### src/rtl/pipe_hazard_ctrl_pkg.sv
// Shared types and index constants for the pipeline hazard controller.
// Stage indices name the pipeline registers the controller gates.
package pipe_hazard_ctrl_pkg;

    localparam int FWD_RF   = 0;
    localparam int ST_IF_ID = 0;
    localparam int ST_ID_EX = 1;

    typedef struct packed {
        logic vld;
        logic wr;
        logic ld;
    } sb_flags_t;

    typedef enum logic [1:0] {
        MODE_NORMAL,
        MODE_HAZARD,
        MODE_REDIRECT,
        MODE_WAIT
    } ctl_mode_t;

endpackage

### src/rtl/pipe_hazard_ctrl_if.sv
// Handshake bundle between the pipeline datapath (master) and the hazard controller (slave).
interface pipe_hazard_ctrl_if #(
    parameter int REG_AW = 5,
    parameter int R      = 4,
    parameter int SEL_W  = 2,
    parameter int CNT_W  = 16
);
    logic              id_vld;
    logic [REG_AW-1:0] id_rs1;
    logic [REG_AW-1:0] id_rs2;
    logic              id_use1;
    logic              id_use2;
    logic [REG_AW-1:0] id_rd;
    logic              id_wr;
    logic              id_ld;
    logic              ex_redirect;
    logic              dmem_wait;
    logic              perf_clr;
    logic              pc_en;
    logic [R-1:0]      st_en;
    logic [R-1:0]      st_flush;
    logic [SEL_W-1:0]  fwd1_sel;
    logic [SEL_W-1:0]  fwd2_sel;
    logic [CNT_W-1:0]  stall_cnt;
    logic [CNT_W-1:0]  flush_cnt;

    modport master (
        output id_vld, id_rs1, id_rs2, id_use1, id_use2, id_rd, id_wr, id_ld,
               ex_redirect, dmem_wait, perf_clr,
        input  pc_en, st_en, st_flush, fwd1_sel, fwd2_sel, stall_cnt, flush_cnt
    );

    modport slave (
        input  id_vld, id_rs1, id_rs2, id_use1, id_use2, id_rd, id_wr, id_ld,
               ex_redirect, dmem_wait, perf_clr,
        output pc_en, st_en, st_flush, fwd1_sel, fwd2_sel, stall_cnt, flush_cnt
    );

endinterface

### src/rtl/pipe_hazard_ctrl_scoreboard.sv
// Shift-register scoreboard of in-flight writers; entry 0 is EX, entry D-1 is WB.
// Shifts only when the ID/EX register is enabled; a bubble clears all fields.
module pipe_hazard_ctrl_scoreboard
    import pipe_hazard_ctrl_pkg::*;
#(
    parameter int D      = 3,
    parameter int REG_AW = 5
) (
    input  logic                clk,
    input  logic                rst_n,
    input  logic                adv,
    input  logic                in_vld,
    input  logic [REG_AW-1:0]   in_rd,
    input  logic                in_wr,
    input  logic                in_ld,
    output logic [D-1:0]        ent_vld,
    output logic [D-1:0]        ent_wr,
    output logic [D-1:0]        ent_ld,
    output logic [D*REG_AW-1:0] ent_rd
);

    sb_flags_t         flags_reg [D];
    logic [REG_AW-1:0] rd_reg    [D];

    always_ff @(posedge clk or negedge rst_n) begin
        if (!rst_n) begin
            for (int i = 0; i < D; i++) begin
                flags_reg[i] <= '0;
                rd_reg[i]    <= '0;
            end
        end else if (adv) begin
            flags_reg[0] <= '{vld: in_vld, wr: in_vld && in_wr, ld: in_vld && in_ld};
            rd_reg[0]    <= in_vld ? in_rd : '0;
            for (int i = 1; i < D; i++) begin
                flags_reg[i] <= flags_reg[i-1];
                rd_reg[i]    <= rd_reg[i-1];
            end
        end
    end

    for (genvar gi = 0; gi < D; gi++) begin : g_flat
        assign ent_vld[gi]                    = flags_reg[gi].vld;
        assign ent_wr[gi]                     = flags_reg[gi].wr;
        assign ent_ld[gi]                     = flags_reg[gi].ld;
        assign ent_rd[gi*REG_AW +: REG_AW]    = rd_reg[gi];
    end

endmodule

### src/rtl/pipe_hazard_ctrl.sv
// Hazard/stall/forward controller for an in-order pipeline of NUM_STAGES stages.
// Outputs are combinational from scoreboard state and current inputs.
module pipe_hazard_ctrl
    import pipe_hazard_ctrl_pkg::*;
#(
    parameter int NUM_STAGES = 5,
    parameter int REG_AW     = 5,
    parameter int LOAD_LAT   = 0,
    parameter int FWD_EN     = 1,
    parameter int CNT_W      = 16
) (
    input logic               clk,
    input logic               rst_n,
    pipe_hazard_ctrl_if.slave bus
);

    localparam int D     = NUM_STAGES - 2;
    localparam int SEL_W = $clog2(D);

    logic [D-1:0]        ent_vld, ent_wr, ent_ld;
    logic [D*REG_AW-1:0] ent_rd;
    logic                adv, sb_in_vld, hazard;
    logic [REG_AW-1:0]   ex_rs1_reg, ex_rs2_reg;
    logic                ex_use1_reg, ex_use2_reg;
    logic [D-1:0]        id1_m, id2_m, haz_win;
    logic [D-1:1]        ex1_ok, ex2_ok;
    logic [CNT_W-1:0]    stall_cnt_reg, flush_cnt_reg;
    ctl_mode_t           mode;

    pipe_hazard_ctrl_scoreboard #(.D(D), .REG_AW(REG_AW)) u_sb (
        .clk    (clk),
        .rst_n  (rst_n),
        .adv    (adv),
        .in_vld (sb_in_vld),
        .in_rd  (bus.id_rd),
        .in_wr  (bus.id_wr),
        .in_ld  (bus.id_ld),
        .ent_vld(ent_vld),
        .ent_wr (ent_wr),
        .ent_ld (ent_ld),
        .ent_rd (ent_rd)
    );

    for (genvar gi = 0; gi < D; gi++) begin : g_match
        logic [REG_AW-1:0] rd;
        logic              wr_live;
        assign rd        = ent_rd[gi*REG_AW +: REG_AW];
        assign wr_live   = ent_vld[gi] && ent_wr[gi] && (rd != '0);
        assign id1_m[gi] = bus.id_use1 && wr_live && (rd == bus.id_rs1);
        assign id2_m[gi] = bus.id_use2 && wr_live && (rd == bus.id_rs2);

        // A load within EX..EX+LOAD_LAT cannot supply data by the time its consumer reaches EX.
        if (FWD_EN != 0) begin : g_win_fwd
            assign haz_win[gi] = (gi <= LOAD_LAT) && ent_ld[gi];
        end else begin : g_win_nofwd
            assign haz_win[gi] = (gi <= D - 2);
        end

        if (gi >= 1) begin : g_ex
            logic fwdable;
            assign fwdable    = !ent_ld[gi] || (gi + 1 >= 2 + LOAD_LAT);
            assign ex1_ok[gi] = ex_use1_reg && wr_live && (rd == ex_rs1_reg) && fwdable;
            assign ex2_ok[gi] = ex_use2_reg && wr_live && (rd == ex_rs2_reg) && fwdable;
        end
    end

    assign hazard = bus.id_vld && |((id1_m | id2_m) & haz_win);

    always_comb begin
        mode = MODE_NORMAL;
        if (!rst_n)                mode = MODE_NORMAL;
        else if (bus.dmem_wait)    mode = MODE_WAIT;
        else if (bus.ex_redirect)  mode = MODE_REDIRECT;
        else if (hazard)           mode = MODE_HAZARD;
    end

    always_comb begin
        bus.pc_en    = 1'b1;
        bus.st_en    = '1;
        bus.st_flush = '0;
        unique case (mode)
            MODE_WAIT: begin
                bus.pc_en = 1'b0;
                bus.st_en = '0;
            end
            MODE_REDIRECT: begin
                bus.st_flush[ST_IF_ID] = 1'b1;
                bus.st_flush[ST_ID_EX] = 1'b1;
            end
            MODE_HAZARD: begin
                bus.pc_en              = 1'b0;
                bus.st_en[ST_IF_ID]    = 1'b0;
                bus.st_flush[ST_ID_EX] = 1'b1;
            end
            default: ;
        endcase
    end

    // Scan from the oldest entry down so the youngest matching producer wins.
    always_comb begin
        bus.fwd1_sel = SEL_W'(FWD_RF);
        bus.fwd2_sel = SEL_W'(FWD_RF);
        if (FWD_EN != 0) begin
            for (int i = D - 1; i >= 1; i--) begin
                if (ex1_ok[i]) bus.fwd1_sel = SEL_W'(i);
                if (ex2_ok[i]) bus.fwd2_sel = SEL_W'(i);
            end
        end
    end

    assign adv       = bus.st_en[ST_ID_EX];
    assign sb_in_vld = bus.id_vld && !bus.st_flush[ST_ID_EX];

    always_ff @(posedge clk or negedge rst_n) begin
        if (!rst_n) begin
            ex_rs1_reg  <= '0;
            ex_rs2_reg  <= '0;
            ex_use1_reg <= 1'b0;
            ex_use2_reg <= 1'b0;
        end else if (adv) begin
            ex_rs1_reg  <= bus.id_rs1;
            ex_rs2_reg  <= bus.id_rs2;
            ex_use1_reg <= sb_in_vld && bus.id_use1;
            ex_use2_reg <= sb_in_vld && bus.id_use2;
        end
    end

    always_ff @(posedge clk or negedge rst_n) begin
        if (!rst_n) begin
            stall_cnt_reg <= '0;
            flush_cnt_reg <= '0;
        end else if (bus.perf_clr) begin
            stall_cnt_reg <= '0;
            flush_cnt_reg <= '0;
        end else begin
            if (mode == MODE_HAZARD && stall_cnt_reg != '1)
                stall_cnt_reg <= stall_cnt_reg + CNT_W'(1);
            if (mode == MODE_REDIRECT && flush_cnt_reg != '1)
                flush_cnt_reg <= flush_cnt_reg + CNT_W'(1);
        end
    end

    assign bus.stall_cnt = stall_cnt_reg;
    assign bus.flush_cnt = flush_cnt_reg;

endmodule
### src/flat_wrapper.sv
// flat-port wrapper written by rule: the top's interface ports become plain ports
module pipe_hazard_ctrl_flat import pipe_hazard_ctrl_pkg::*;
#(
    parameter int NUM_STAGES = 5,
    parameter int REG_AW     = 5,
    parameter int LOAD_LAT   = 0,
    parameter int FWD_EN     = 1,
    parameter int CNT_W      = 16
)
  (clk, rst_n, bus_id_vld, bus_id_rs1, bus_id_rs2, bus_id_use1, bus_id_use2, bus_id_rd, bus_id_wr, bus_id_ld, bus_ex_redirect, bus_dmem_wait, bus_perf_clr, bus_pc_en, bus_st_en, bus_st_flush, bus_fwd1_sel, bus_fwd2_sel, bus_stall_cnt, bus_flush_cnt);
  pipe_hazard_ctrl_if #(.REG_AW(REG_AW), .CNT_W(CNT_W)) bus_i ();
  input logic clk;
  input logic rst_n;
  input wire logic [$bits(bus_i.id_vld)-1:0] bus_id_vld;
  input wire logic [$bits(bus_i.id_rs1)-1:0] bus_id_rs1;
  input wire logic [$bits(bus_i.id_rs2)-1:0] bus_id_rs2;
  input wire logic [$bits(bus_i.id_use1)-1:0] bus_id_use1;
  input wire logic [$bits(bus_i.id_use2)-1:0] bus_id_use2;
  input wire logic [$bits(bus_i.id_rd)-1:0] bus_id_rd;
  input wire logic [$bits(bus_i.id_wr)-1:0] bus_id_wr;
  input wire logic [$bits(bus_i.id_ld)-1:0] bus_id_ld;
  input wire logic [$bits(bus_i.ex_redirect)-1:0] bus_ex_redirect;
  input wire logic [$bits(bus_i.dmem_wait)-1:0] bus_dmem_wait;
  input wire logic [$bits(bus_i.perf_clr)-1:0] bus_perf_clr;
  output wire logic [$bits(bus_i.pc_en)-1:0] bus_pc_en;
  output wire logic [$bits(bus_i.st_en)-1:0] bus_st_en;
  output wire logic [$bits(bus_i.st_flush)-1:0] bus_st_flush;
  output wire logic [$bits(bus_i.fwd1_sel)-1:0] bus_fwd1_sel;
  output wire logic [$bits(bus_i.fwd2_sel)-1:0] bus_fwd2_sel;
  output wire logic [$bits(bus_i.stall_cnt)-1:0] bus_stall_cnt;
  output wire logic [$bits(bus_i.flush_cnt)-1:0] bus_flush_cnt;
  assign bus_i.id_vld = bus_id_vld;
  assign bus_i.id_rs1 = bus_id_rs1;
  assign bus_i.id_rs2 = bus_id_rs2;
  assign bus_i.id_use1 = bus_id_use1;
  assign bus_i.id_use2 = bus_id_use2;
  assign bus_i.id_rd = bus_id_rd;
  assign bus_i.id_wr = bus_id_wr;
  assign bus_i.id_ld = bus_id_ld;
  assign bus_i.ex_redirect = bus_ex_redirect;
  assign bus_i.dmem_wait = bus_dmem_wait;
  assign bus_i.perf_clr = bus_perf_clr;
  assign bus_pc_en = bus_i.pc_en;
  assign bus_st_en = bus_i.st_en;
  assign bus_st_flush = bus_i.st_flush;
  assign bus_fwd1_sel = bus_i.fwd1_sel;
  assign bus_fwd2_sel = bus_i.fwd2_sel;
  assign bus_stall_cnt = bus_i.stall_cnt;
  assign bus_flush_cnt = bus_i.flush_cnt;
  pipe_hazard_ctrl #(.NUM_STAGES(NUM_STAGES), .REG_AW(REG_AW), .LOAD_LAT(LOAD_LAT), .FWD_EN(FWD_EN), .CNT_W(CNT_W)) u_core (.clk(clk), .rst_n(rst_n), .bus(bus_i));
endmodule
### config.mk
export PLATFORM = sky130hd
export DESIGN_NAME = pipe_hazard_ctrl_flat
export DESIGN_NICKNAME = d
export VERILOG_FILES = /design/src/rtl/pipe_hazard_ctrl_pkg.sv /design/src/rtl/pipe_hazard_ctrl_if.sv /design/src/rtl/pipe_hazard_ctrl_scoreboard.sv /design/src/rtl/pipe_hazard_ctrl.sv /design/src/flat_wrapper.sv
export SDC_FILE = /design/constraint.sdc
export NUM_CORES = 1
export LEC_CHECK = 0
export ABC_AREA = 1
export CAP_MARGIN = 0
export CORE_MARGIN = 3
export CORE_UTILIZATION = 50
export DETAILED_ROUTE_END_ITERATION = 12
export GPL_ROUTABILITY_DRIVEN = 0
export PLACE_DENSITY = 0.77
export SYNTH_ARGS = -nofsm -noshare
export SYNTH_HDL_FRONTEND = slang
export SYNTH_SLANG_ARGS = --single-unit
### constraint.sdc
create_clock -name clk -period 3.4 [get_ports clk]
set_input_delay 0.68 -clock clk [delete_from_list [all_inputs] [get_ports clk]]
set_output_delay 0.68 -clock clk [all_outputs]
set_load 0.03 [all_outputs]
[Word level (Yosys, flattened, before mapping)]
Index checks and enable logic that the tools add are counted.
Cells by class
  add/subtract/negate cells: 2
  equal/unequal tests: 15
  mux-type cells: 17
  bitwise logic cells: 2
  reductions and logical operators: 43
Operators by type and width (count)
  $mux 16: 4
  $eq 5x5->1: 10
  $logic_and 1x1->1: 34
  $add 16x1->16 const B: 2
  $ne 16x16->1 const B: 2
  $reduce_bool 5->1: 3
  $mux 2: 7
  $mux 5: 1
  $eq 2x2->1 const B: 2
  $mux 1: 4
  $reduce_bool 2->1: 2
  $reduce_or 2->1: 2
  $and 3x1->3: 1
  $mux 3: 1
  $or 3x3->3: 1
  $reduce_or 3->1: 1
  $eq 2x1->1 const B: 1
  $logic_not 1->1: 1
Word-level totals
  register bits after elaboration: 66
  bits of input ports: 25
  output and inout port bits: 45

[Logic depth before layout (Yosys ltp)]
  word-level depth: 18
  mapped depth: 16
  depth with buffers taken out: 15

[Modules after synthesis]
From an unflattened synthesis, not the netlist that was laid out.
Unflattened totals
  cell total of the unflattened synthesis: 573
  area total of the unflattened synthesis: 4129.0 um2
By module, submodules not included
  pipe_hazard_ctrl: times used 1, cells each 470, area an instance 3150.5 um2, sequential area each 1101.1 um2
  pipe_hazard_ctrl_scoreboard: times used 1, cells each 103, area an instance 978.4 um2, sequential area each 600.6 um2

[Least setup slack after synthesis]
Ideal clock, no wire load.
  path kind: input -> output
  from: input port bus_id_rs1[3]
  to: output port bus_st_en[1]
  arrival: 2214 ps
  slack: 506 ps
  stages: 13
  path buffers: 3
  cell sequence: inv_1 nand2_1 nand2_1 nor2_1 nand3_1 nand2_1 nand2_1 a21oi_1 ha_1 clkbuf_1 clkinv_1 clkbuf_1 buf_4
On the way
  word-level cells in the longest chain between the ends: 12
  elaborated cells on any way between the ends: 16
  those cells by class: eq/ne: 4; mux: 5; bitwise: 2; reduce/logical: 5
RTL lines
  start, declared: line flat_wrapper.sv:15  | input wire logic [$bits(bus_i.id_rs1)-1:0] bus_id_rs1;
  $eq 5x5->1: line pipe_hazard_ctrl.sv:49  | assign id1_m[gi] = bus.id_use1 && wr_live && (rd == bus.id_rs1);
  $logic_and 1x1->1: line pipe_hazard_ctrl.sv:49
  $or 3x3->3 (*): line pipe_hazard_ctrl.sv:67  | assign hazard = bus.id_vld && |((id1_m | id2_m) & haz_win);
  $and 3x1->3 (*): line pipe_hazard_ctrl.sv:67
  $reduce_or 3->1 (*): line pipe_hazard_ctrl.sv:67
  $logic_and 1x1->1 (*): line pipe_hazard_ctrl.sv:67
  $mux 1 (*): line pipe_hazard_ctrl.sv:74  | else if (hazard) mode = MODE_HAZARD;
  $mux 2 (*): line pipe_hazard_ctrl.sv:73  | else if (bus.ex_redirect) mode = MODE_REDIRECT;
  $mux 2 (*): line pipe_hazard_ctrl.sv:72  | else if (bus.dmem_wait) mode = MODE_WAIT;
  $mux 2 (*): line pipe_hazard_ctrl.sv:71  | if (!rst_n) mode = MODE_NORMAL;
  $eq 2x2->1 (*): line pipe_hazard_ctrl.sv:81  | unique case (mode)
  $mux 3 (*): line pipe_hazard_ctrl.sv:81
  end, declared: line flat_wrapper.sv:26  | output wire logic [$bits(bus_i.st_en)-1:0] bus_st_en;
Every way passes the cells marked *; elsewhere a longest branch is shown, timed or not.

[Worst setup path in the final report]
  from: input port bus_id_rs2[2]
  to: output port bus_st_en[0]
On the way
  word-level cells in the longest chain between the ends: 13
  elaborated cells on any way between the ends: 18
  those cells by class: eq/ne: 5; mux: 5; bitwise: 2; reduce/logical: 6
RTL lines
  start, declared: line flat_wrapper.sv:16  | input wire logic [$bits(bus_i.id_rs2)-1:0] bus_id_rs2;
  $eq 5x5->1: line pipe_hazard_ctrl.sv:50  | assign id2_m[gi] = bus.id_use2 && wr_live && (rd == bus.id_rs2);
  $logic_and 1x1->1: line pipe_hazard_ctrl.sv:50
  $or 3x3->3 (*): line pipe_hazard_ctrl.sv:67
  $and 3x1->3 (*): line pipe_hazard_ctrl.sv:67
  $reduce_or 3->1 (*): line pipe_hazard_ctrl.sv:67
  $logic_and 1x1->1 (*): line pipe_hazard_ctrl.sv:67
  $mux 1 (*): line pipe_hazard_ctrl.sv:74
  $mux 2 (*): line pipe_hazard_ctrl.sv:73
  $mux 2 (*): line pipe_hazard_ctrl.sv:72
  $mux 2 (*): line pipe_hazard_ctrl.sv:71
  $eq 2x2->1 / $eq 2x1->1 (equally long branches): line pipe_hazard_ctrl.sv:81
  $reduce_or 2->1 (no line) (*)
  $mux 1 (*): line pipe_hazard_ctrl.sv:81
Marks and branches as above.

==> results.cfg <==
[floorplanning]
rows = 31
coreArea_um2 = 7410
num_io_pins = 70
dieWidth_um = 94.5
start_util_pct = 52.8
die_area_um2 = 8930
dieHeight_um = 94.5

[routing]
routed_wl_um = 9680
drtPass1Iterations = 5
drc = 0
vias = 3798
initialDrtViolationCount = 276
viasPerCell = 5.25
wl_per_cell_um = 13.4
detail-route-antenna-nets = 0

[clock_tree]
numCtsBuffers = 9
h-tree-depth = 3
postCtsHoldBufs = 0
cts_tree = done
cts_buffer_depth = 2
cts.sinks = 66
insertion_delay_ns = 0.34
postCtsSetupRepairBufs = 0
root_buffer = clkbuf_8
clkSlewWorstSetupHoldPaths_ns = 0.07

[sta]
finalWorstSetupSlack_ns = 0.172
period_needed_ns = 3.23
finalClockSkew_ns = 0.0119
fmax_mhz = 310
drv_slew = 0
rsz0062_at_grt = false
holdWs_ns = 0.178
hold_viol_final = 0
slew_headroom_pct = 46.5
worst_pin_slew_ns = 0.802
period_share_pct = 95.0
final-setup-viol-count = 0

[finish]
postLayoutCellArea_um2 = 4880
layout.nets = 650
drive_gt1_share_pct = 6.88
antenna_cells = 0
syn_to_final_growth_pct = 24.7
finalNonFillerCells = 724
num-fill-cells = 651

[grt]
grtUsageTotal_pct = 22.5
grt_pass1_wl_um = 15900
met2_usage_pct = 37.1
grt_pass1_vias = 3523
top_usage_layer = met2
antenna_found_initial = 0
grt_use_met3_pct = 4.78
use_met1_pct = 29.8
grt.overflow.total = 0
grt_max_degree = 64

[synth]
synthFlopType = dfrtp_1
post-synth-top-count-cell = nand2_1
netlist_instances = 547
synth_area_per_cell_um2 = 7.15
synth_cell_types = 31
synth_top_cell_by_area = dfrtp_1
netlist.area_leader.share_pct = 42.2
yosysSeqAreaShare_pct = 42.2
synth-seq-cells = 66
syn_area_um2 = 3910
synth-edff-count = 0
async_flop_share_pct = 100
yosys_warnings = 0
synth_area_leaders = dfrtp_1 42%, nand2_1 17%, inv_1 6.2%
synth_commonest_cells = 182 x nand2_1, 66 x dfrtp_1, 65 x inv_1

[critical_path]
slowest_delay_ns = 0.61
worst_setup_path_end_kind = primary output
worstPathCellList = clkdlybuf4s50_1 > inv_1 > nand2_1 > nand2_1 > nor2_1 > nand3_1 > nand2_1 > nand2_1 > buf_4 > nand2_1 > nand2_1 > clkdlybuf4s50_1
path_common_cell = nand2_1
cp_slowest_cell = clkdlybuf4s50_1
r2r_setup_slack_ns = 0.84
crit_type = in -> out
arrival_ns = 2.55
r2r_start = u_core.u_sb.ent_rd[0]$_DFFE_PN0P_
critPathMaxFanout = 2
cp.required_ns = 2.72
startpoint_type = input port
reg2reg_depth = 14
rr_endpoint = u_core.bus.flush_cnt[13]$_DFFE_PN0P_

[place]
placed_cells = 708
port_buffers = 67
dp_slack_ns = -0.161
detailed_place_hpwl_um = 7000
postPlaceCellArea_um2 = 4690

[pwr]
p_leak_nw = 2.31
p_per_area_nw_per_um2 = 361
ir_drop_v = 0.000244

[run_status]
status = finished clean

[hold_path]
hp-class = in -> async

[job]
drv_cap = 0
-- report_power, final --
| group | total, mW | leakage, nW | internal (mW) | switching, mW |
|---|---|---|---|---|
| Sequential | 0.857 | 0.883 | 0.819 | 0.0387 |
| Combinational | 0.232 | 1.33 | 0.0925 | 0.140 |
| Clock | 0.675 | 0.0986 | 0.378 | 0.297 |
| Total | 1.76 | 2.31 | 1.29 | 0.476 |
-- layout make-up --
class                   instances  area (um2)  area share (%)
inverters                      67         251            5.15
flip-flops and latches         66        1650            33.8
multi-input cells             397        1910            39.2
clock inverters                 4        50.0            1.03
well taps                      99         124            2.54
clock buffers                  12         155            3.18
repair buffers                 79         736            15.1
-- logic make-up after synthesis --
group                      share of synthesized area, %
AOI/OAI and AO/OA                                  7.54
xor gates and xnor gates                           4.70
adders and majority gates                          1.60
buffers and inverters                              8.98
DFF                                                42.2
other                                            0.0958
and+or+nand+nor                                    34.9
-- layer usage --
layer  wire [um]  vias to the layer above
met5           0                        -
met4         143                        0
met3         623                       12
met2        4550                      130
met1        4350                     1767
li1            -                     1889
-- worst max-delay path: cells and delay by family --
kind	cells	cell delay [ns]
simple gates	8	0.59
buf+inv	4	1.29
-- metrics by stage --
stage	setup TNS [ns]	utilization [%]	total power, mW
after global placement	-0.190	63.3	1.10
after global routing	0	65.9	1.85
after floorplan	0	-	1.00
after CTS	0	66.1	1.78
after detailed placement	-0.482	63.3	1.11
final	0	65.9	1.76
-- cells in the final DEF, fill, tap and decap left out, types with 11 or more instances in the layout --
cell / instances
clkdlybuf4s50_1: 61
o21ai_1: 11
buf_4: 14
inv_1: 65
xor2_1: 13
nand2_1: 182
o21ai_0: 24
nand4_1: 27
dfrtp_1: 66
nor2_1: 49
clkbuf_8: 11
nand3_1: 35
-- worst max path at each step --
stage               slack (ns)          start  cells past startpoint           end
floorplan                 0.51  bus_id_rs1[3]                     13  bus_st_en[1]
global placement         -0.06  bus_id_rs2[2]                     12  bus_st_en[3]
detailed placement       -0.16  bus_id_rs2[2]                     12  bus_st_en[1]
CTS                       0.08  bus_id_rs2[2]                     12  bus_st_en[1]
global route             0.002  bus_id_rs2[2]                     12  bus_st_en[0]
finish                    0.17  bus_id_rs2[2]                     12  bus_st_en[0]
-- repair_timing --
item                                    CTS  global route
endpoints found under the setup margin    3             3
resized for setup                         3             6
endpoints found under the hold margin     0             0
(Power assumes the default switching activity.)
